<file path="src/rtl/shazam_peak_pkg.sv">
// Shared types and band lookup for the spectral peak picker.
// Band edges are packed EDGE_W-bit fields, edge 0 in the least significant slot.
package shazam_peak_pkg;

   localparam int unsigned DEF_BIN_W     = 9;
   localparam int unsigned DEF_MAG_W     = 16;
   localparam int unsigned DEF_NUM_BANDS = 4;
   localparam int unsigned EDGE_W        = 16;
   localparam int unsigned MAX_BANDS     = 16;
   localparam int unsigned BAND_IDX_W    = 4;

   localparam logic [(DEF_NUM_BANDS+1)*EDGE_W-1:0] DEF_BAND_EDGES =
      {16'd512, 16'd160, 16'd80, 16'd40, 16'd10};

   typedef struct packed {
      logic [DEF_BIN_W-1:0] bin;
      logic [DEF_MAG_W-1:0] mag;
   } peak_t;

   typedef struct packed {
      logic                  in_range;
      logic [BAND_IDX_W-1:0] band;
   } band_sel_t;

   // Band b covers [edge[b], edge[b+1]); bins outside every band report in_range=0.
   function automatic band_sel_t band_of(
      input logic [EDGE_W-1:0]                 bin,
      input logic [(MAX_BANDS+1)*EDGE_W-1:0]   edges,
      input int unsigned                       num_bands
   );
      band_sel_t sel;
      sel = '0;
      for (int unsigned b = 0; b < MAX_BANDS; b++) begin
         if ((b < num_bands) &&
             (bin >= edges[b*EDGE_W +: EDGE_W]) &&
             (bin <  edges[(b+1)*EDGE_W +: EDGE_W])) begin
            sel.in_range = 1'b1;
            sel.band     = BAND_IDX_W'(b);
         end
      end
      return sel;
   endfunction

endpackage

</file>
<file path="src/rtl/band_max_tracker.sv">
// Running maximum of one frequency band within the current frame.
// The merged output already includes the sample being presented this cycle.
module band_max_tracker
   import shazam_peak_pkg::*;
#(
   parameter int unsigned BIN_W = DEF_BIN_W,
   parameter int unsigned MAG_W = DEF_MAG_W
) (
   input  logic                   i_clk,
   input  logic                   i_rst_n,
   input  logic                   i_clear,
   input  logic                   i_upd,
   input  logic [BIN_W-1:0]       i_bin,
   input  logic [MAG_W-1:0]       i_mag,
   input  logic [MAG_W-1:0]       i_threshold,
   output logic [BIN_W+MAG_W-1:0] o_merged_c,
   output logic                   o_merged_hit_c
);

   logic [BIN_W-1:0] r_bin;
   logic [MAG_W-1:0] r_mag;
   logic             r_hit;
   logic             w_take;

   // Strict greater-than keeps the earliest bin on a tie.
   assign w_take         = i_upd && (i_mag >= i_threshold) && (!r_hit || (i_mag > r_mag));
   assign o_merged_c     = w_take ? {i_bin, i_mag} : {r_bin, r_mag};
   assign o_merged_hit_c = r_hit | w_take;

   always_ff @(posedge i_clk or negedge i_rst_n) begin
      if (!i_rst_n) begin
         r_bin <= '0;
         r_mag <= '0;
         r_hit <= 1'b0;
      end else if (i_clear) begin
         r_bin <= '0;
         r_mag <= '0;
         r_hit <= 1'b0;
      end else if (w_take) begin
         r_bin <= i_bin;
         r_mag <= i_mag;
         r_hit <= 1'b1;
      end
   end

endmodule

</file>
<file path="src/rtl/band_peak_picker.sv">
// Keeps the strongest bin per band for each FFT frame and publishes a window
// of FRAMES frames as one array with a single-cycle strobe.
module band_peak_picker
   import shazam_peak_pkg::*;
#(
   parameter int unsigned BIN_W     = DEF_BIN_W,
   parameter int unsigned MAG_W     = DEF_MAG_W,
   parameter int unsigned NUM_BANDS = DEF_NUM_BANDS,
   parameter int unsigned FRAMES    = 4,
   parameter logic [(NUM_BANDS+1)*EDGE_W-1:0] BAND_EDGES =
      ((NUM_BANDS+1)*EDGE_W)'(DEF_BAND_EDGES),
   localparam int unsigned ENTRIES  = NUM_BANDS * FRAMES,
   localparam int unsigned PEAK_W   = BIN_W + MAG_W,
   localparam int unsigned FIDX_W   = (FRAMES > 1) ? $clog2(FRAMES) : 1
) (
   input  logic                           clk,
   input  logic                           reset,
   input  logic                           enable,
   input  logic                           clear,
   input  logic [MAG_W-1:0]               threshold,
   input  logic                           mag_valid,
   input  logic [BIN_W-1:0]               mag_bin,
   input  logic [MAG_W-1:0]               mag_data,
   input  logic                           mag_last,
   output logic [ENTRIES-1:0][PEAK_W-1:0] maximas,
   output logic [ENTRIES-1:0]             band_hit_mask,
   output logic                           maximas_found_active,
   output logic [FIDX_W-1:0]              frame_idx
);

   typedef enum logic {
      S_COLLECT    = 1'b0,
      S_LAST_FRAME = 1'b1
   } state_t;

   localparam state_t            S_START  = (FRAMES == 1) ? S_LAST_FRAME : S_COLLECT;
   localparam logic [FIDX_W-1:0] LAST_IDX = FIDX_W'(FRAMES - 1);

   state_t                           r_state, w_state_nx;
   logic [FIDX_W-1:0]                r_frame_idx, w_frame_idx_nx;
   logic                             w_accept, w_commit, w_publish;
   band_sel_t                        w_sel;
   logic [NUM_BANDS-1:0]             w_upd;
   logic [NUM_BANDS-1:0][PEAK_W-1:0] w_merged;
   logic [NUM_BANDS-1:0]             w_merged_hit;
   logic [ENTRIES-1:0][PEAK_W-1:0]   r_slot, w_slot_nx;
   logic [ENTRIES-1:0]               r_slot_hit, w_slot_hit_nx;
   logic                             r_strobe;

   assign w_accept = mag_valid & enable & ~clear;
   assign w_commit = w_accept & mag_last;
   assign w_sel    = band_of(EDGE_W'(mag_bin), ((MAX_BANDS+1)*EDGE_W)'(BAND_EDGES), NUM_BANDS);

   // Trackers reset on commit so the next frame may start on the following edge.
   for (genvar b = 0; b < NUM_BANDS; b++) begin : g_band
      assign w_upd[b] = w_accept & w_sel.in_range & (w_sel.band == BAND_IDX_W'(b));

      band_max_tracker #(
         .BIN_W (BIN_W),
         .MAG_W (MAG_W)
      ) u_trk (
         .i_clk          (clk),
         .i_rst_n        (reset),
         .i_clear        (w_commit | clear),
         .i_upd          (w_upd[b]),
         .i_bin          (mag_bin),
         .i_mag          (mag_data),
         .i_threshold    (threshold),
         .o_merged_c     (w_merged[b]),
         .o_merged_hit_c (w_merged_hit[b])
      );
   end

   // Window contents as they would be after committing the current frame.
   always_comb begin
      w_slot_nx     = r_slot;
      w_slot_hit_nx = r_slot_hit;
      for (int unsigned f = 0; f < FRAMES; f++) begin
         for (int unsigned b = 0; b < NUM_BANDS; b++) begin
            if (r_frame_idx == FIDX_W'(f)) begin
               w_slot_nx[f*NUM_BANDS + b]     = w_merged[b];
               w_slot_hit_nx[f*NUM_BANDS + b] = w_merged_hit[b];
            end
         end
      end
   end

   always_comb begin
      w_state_nx     = r_state;
      w_frame_idx_nx = r_frame_idx;
      w_publish      = 1'b0;
      if (clear) begin
         w_state_nx     = S_START;
         w_frame_idx_nx = '0;
      end else if (w_commit) begin
         case (r_state)
            S_LAST_FRAME: begin
               w_publish      = 1'b1;
               w_frame_idx_nx = '0;
               w_state_nx     = S_START;
            end
            default: begin
               w_frame_idx_nx = r_frame_idx + 1'b1;
               if (w_frame_idx_nx == LAST_IDX) begin
                  w_state_nx = S_LAST_FRAME;
               end
            end
         endcase
      end
   end

   always_ff @(posedge clk or negedge reset) begin
      if (!reset) begin
         r_state     <= S_START;
         r_frame_idx <= '0;
      end else begin
         r_state     <= w_state_nx;
         r_frame_idx <= w_frame_idx_nx;
      end
   end

   always_ff @(posedge clk or negedge reset) begin
      if (!reset) begin
         r_slot     <= '0;
         r_slot_hit <= '0;
      end else if (clear) begin
         r_slot     <= '0;
         r_slot_hit <= '0;
      end else if (w_commit) begin
         r_slot     <= w_slot_nx;
         r_slot_hit <= w_slot_hit_nx;
      end
   end

   // Published window is untouched by clear; only a new publish replaces it.
   always_ff @(posedge clk or negedge reset) begin
      if (!reset) begin
         maximas       <= '0;
         band_hit_mask <= '0;
         r_strobe      <= 1'b0;
      end else begin
         r_strobe <= w_publish;
         if (w_publish) begin
            maximas       <= w_slot_nx;
            band_hit_mask <= w_slot_hit_nx;
         end
      end
   end

   assign maximas_found_active = r_strobe;
   assign frame_idx            = r_frame_idx;

endmodule
</file>
<file path="config.mk">
export PLATFORM = sky130hd
export DESIGN_NAME = band_peak_picker
export DESIGN_NICKNAME = d
export VERILOG_FILES = /design/src/rtl/shazam_peak_pkg.sv /design/src/rtl/band_max_tracker.sv /design/src/rtl/band_peak_picker.sv
export SDC_FILE = /design/constraint.sdc
export NUM_CORES = 2
export LEC_CHECK = 0
export CAP_MARGIN = 10
export CORE_MARGIN = 2
export CORE_UTILIZATION = 61
export DETAILED_ROUTE_END_ITERATION = 16
export PLACE_DENSITY = 0.86
export SYNTH_ARGS = -nofsm -noshare
export SYNTH_HDL_FRONTEND = slang
export SYNTH_SLANG_ARGS = --single-unit
</file>
<file path="constraint.sdc">
create_clock -name clk -period 6.9 [get_ports clk]
set_clock_uncertainty 0.1 [all_clocks]
set_input_delay 1.035 -clock clk [delete_from_list [all_inputs] [get_ports clk]]
set_output_delay 1.035 -clock clk [all_outputs]
set_load 0.005 [all_outputs]
</file>
==> impl_metrics.toml <==
[timing]
timing.final.ws_setup_ns = 1.64
slew_headroom_pct = 12.8
worstMarginPinSlew_ns = 1.31
whs_ns = 0.373
setup_viol = 0
timing.fmax_mhz = 190
fin_setup_tns_ns = 0
min_period_ns = 5.26
layout_worst_path_cycle_share_pct = 76.3
final-max-slew-violation-count = 0
finalHoldViolCount = 0
rsz0062_at_grt = "false"

[yosys]
synth_nets = 3990
yosys_warnings = 0
syn_avg_cell_area_sq_um = 10.4
synth-edff-count = 0
synth_top_area_cell = "dfrtp_1"
synth_common_cells = "dfrtp_1, o21ai_0, a21oi_1, nand2_1, or3_1"
ys_seq_elements = 940
synth-main-ff-cell = "dfrtp_1"
yosysUniqueCellTypes = 49
synth_seq_area_share_pct = 58.7
postSynthCellCount = 3859
netlist_area_sq_um = 40000
yosys-top-cells-area = "dfrtp_1, o21ai_0, or3_1, a21oi_1, mux2i_4"
synth_top_area_share_pct = 58.7
synth_async_sr_flop_share_pct = 100
synth_most_common_cell = "dfrtp_1"

[routing]
ant_nets = 0
drc = 0
wl_um = 134000
drt-pass1-iter-count = 6
routed_via_density = 6.65
top_layer_used = "met5"
routedWlPerCell_um = 26.2
wl_met2_um = 63000
m1WireLength_um = 47700
drtIter0Drc = 4963
vias = 34068
route.met3.wl_um = 15600

[critical_path]
cp-end-kind = "flop"
worstPathMaxFanout = 19
critPathLaunchType = "input port"
crit_type = "input port to flop"
crit_arrival_ns = 5.65
worstPathRequired_ns = 7.29

[clocking]
clock_latency_ns = 0.66
cts_sinks = 940
postCtsSetupBuffers = 0
h-tree-depth = 3
cts_made_buffers = 93
clock-root-buffer = "clkbuf_16"
ctsHoldBuffers = 0
max-clock-path-buffers = 3
cts_resized = 0
cts_tree = "done"
path_clk_slew_ns = 0.06

[finish]
seq_area_sq_um = 23500
drive_gt1_share_pct = 7.14
multi_input_area_sq_um = 15100
fin_nets = 4317
design_area_sq_um = 48400
nFillCells = 4162
area_growth_pct = 20.8

[grt]
grt_pass1_wl_um = 204000
grt_pass1_vias = 34465
overflow = 0
track_usage_pct = 39.6
antenna_found_initial = 16
grt_max_degree = 232

[floorplan]
core_sq_um = 64700
chipHeight_um = 260
rows = 93
initial_utilization_pct = 61.9
io_pins = 466
chipWidth_um = 260
dieArea_sq_um = 67700

[placed_design]
hpwl_um = 77400
postPlaceCellArea_sq_um = 45300
portBuffers = 465
place_ws_ns = 1.08
place_congestion = 0.846

[worst_hold_path]
holdCritPathClass = "flop to flop"

[pwr]
power-per-cell-area_nw_per_um2 = 234
vdd_drop_max_uv = 178
leakage_uw = 0.0211
power_uw = 11300

[status]
status = "completed"

[run]
drv_cap = 0
-- report_power, final --
group | internal [uW] | total, uW | switching, uW
Combinational | 174 | 588 | 413
Clock | 2970 | 5140 | 2170
Sequential | 5550 | 5580 | 34.6
-- metrics by stage --
step / utilization (%) / cells
final: 74.8 / 5121
after global routing: 74.7 / 5114
after CTS: 74.7 / 5110
after detailed placement: 70.0 / 4946
after global placement: 70.0 / 4946
after floorplan: - / 3859
-- routing by layer --
metal	GRT usage (%)	up-vias
met3	10.4	490
met2	61.5	2391
li1	-	14150
met5	0	-
met4	23.3	10
met1	50.5	17027
-- cell families after synthesis --
kind of cell | share of synthesized area [%]
AO/OA/AOI/OAI | 17.1
AND/OR/NAND/NOR | 13.0
flip-flops | 58.7
buffers and inverters | 3.87
multiplexers | 4.63
adder cells (fa/ha/maj) | 2.62
-- placed cells by master, fill, tap and decap left out, drive strengths merged, types with 87 or more instances in the layout --
| cell | Yosys | layout |
|---|---|---|
| a21oi | 447 | 447 |
| clkbuf | 284 | 138 |
| clkdlybuf4s50 | 0 | 464 |
| dfrtp | 940 | 940 |
| inv | 83 | 87 |
| mux2i | 93 | 93 |
| nand2 | 414 | 414 |
| nor2 | 116 | 116 |
| o21ai | 840 | 840 |
| or3 | 376 | 376 |
-- worst paths after layout --
path	depth (start not counted)	end	slack (ns)	from
min in group asynchronous	1	maximas[56]	0.38	reset
max in group asynchronous	3	r_slot[315]	4.75	reset
worst min register to register	2	r_slot_hit[14]	0.37	r_slot_hit[14]
worst max-delay path	10	r_slot[2]	1.64	mag_data[0]
worst max register to register	8	r_slot[2]	3.12	g_band[0].u_trk.r_mag[11]
worst min-delay path	2	r_slot_hit[14]	0.37	r_slot_hit[14]
-- state kept, by name, indices dropped and copies added (netlist names), 2 cells and up --
name,flops
band_hit_mask,16
frame_idx,2
g_band.u_trk.r_bin,36
g_band.u_trk.r_hit,4
g_band.u_trk.r_mag,64
maximas,400
r_slot,400
r_slot_hit,16
-- worst max-delay path, stage by stage --
cell and delay (ns):
clkdlybuf4s50_1 0.84, inv_1 0.36, ha_1 0.38, nand2b_1 0.09, a2111oi_0 0.09, o41ai_1 0.27
a211o_1 0.60, nand4_4 0.80, mux2i_1 0.96, o21ai_0 0.20
-- layout make-up --
| class | count | area share, % |
|---|---|---|
| well taps | 855 | 2.21 |
| repair buffers | 530 | 10.9 |
| diodes | 11 | 0.0569 |
| multi-input cells | 2538 | 31.3 |
| clock inverters | 26 | 0.696 |
| flip-flops and latches | 940 | 48.6 |
| inverters | 83 | 0.660 |
| clock buffers | 138 | 5.60 |
Note: power is estimated with default switching activity, not from simulation.
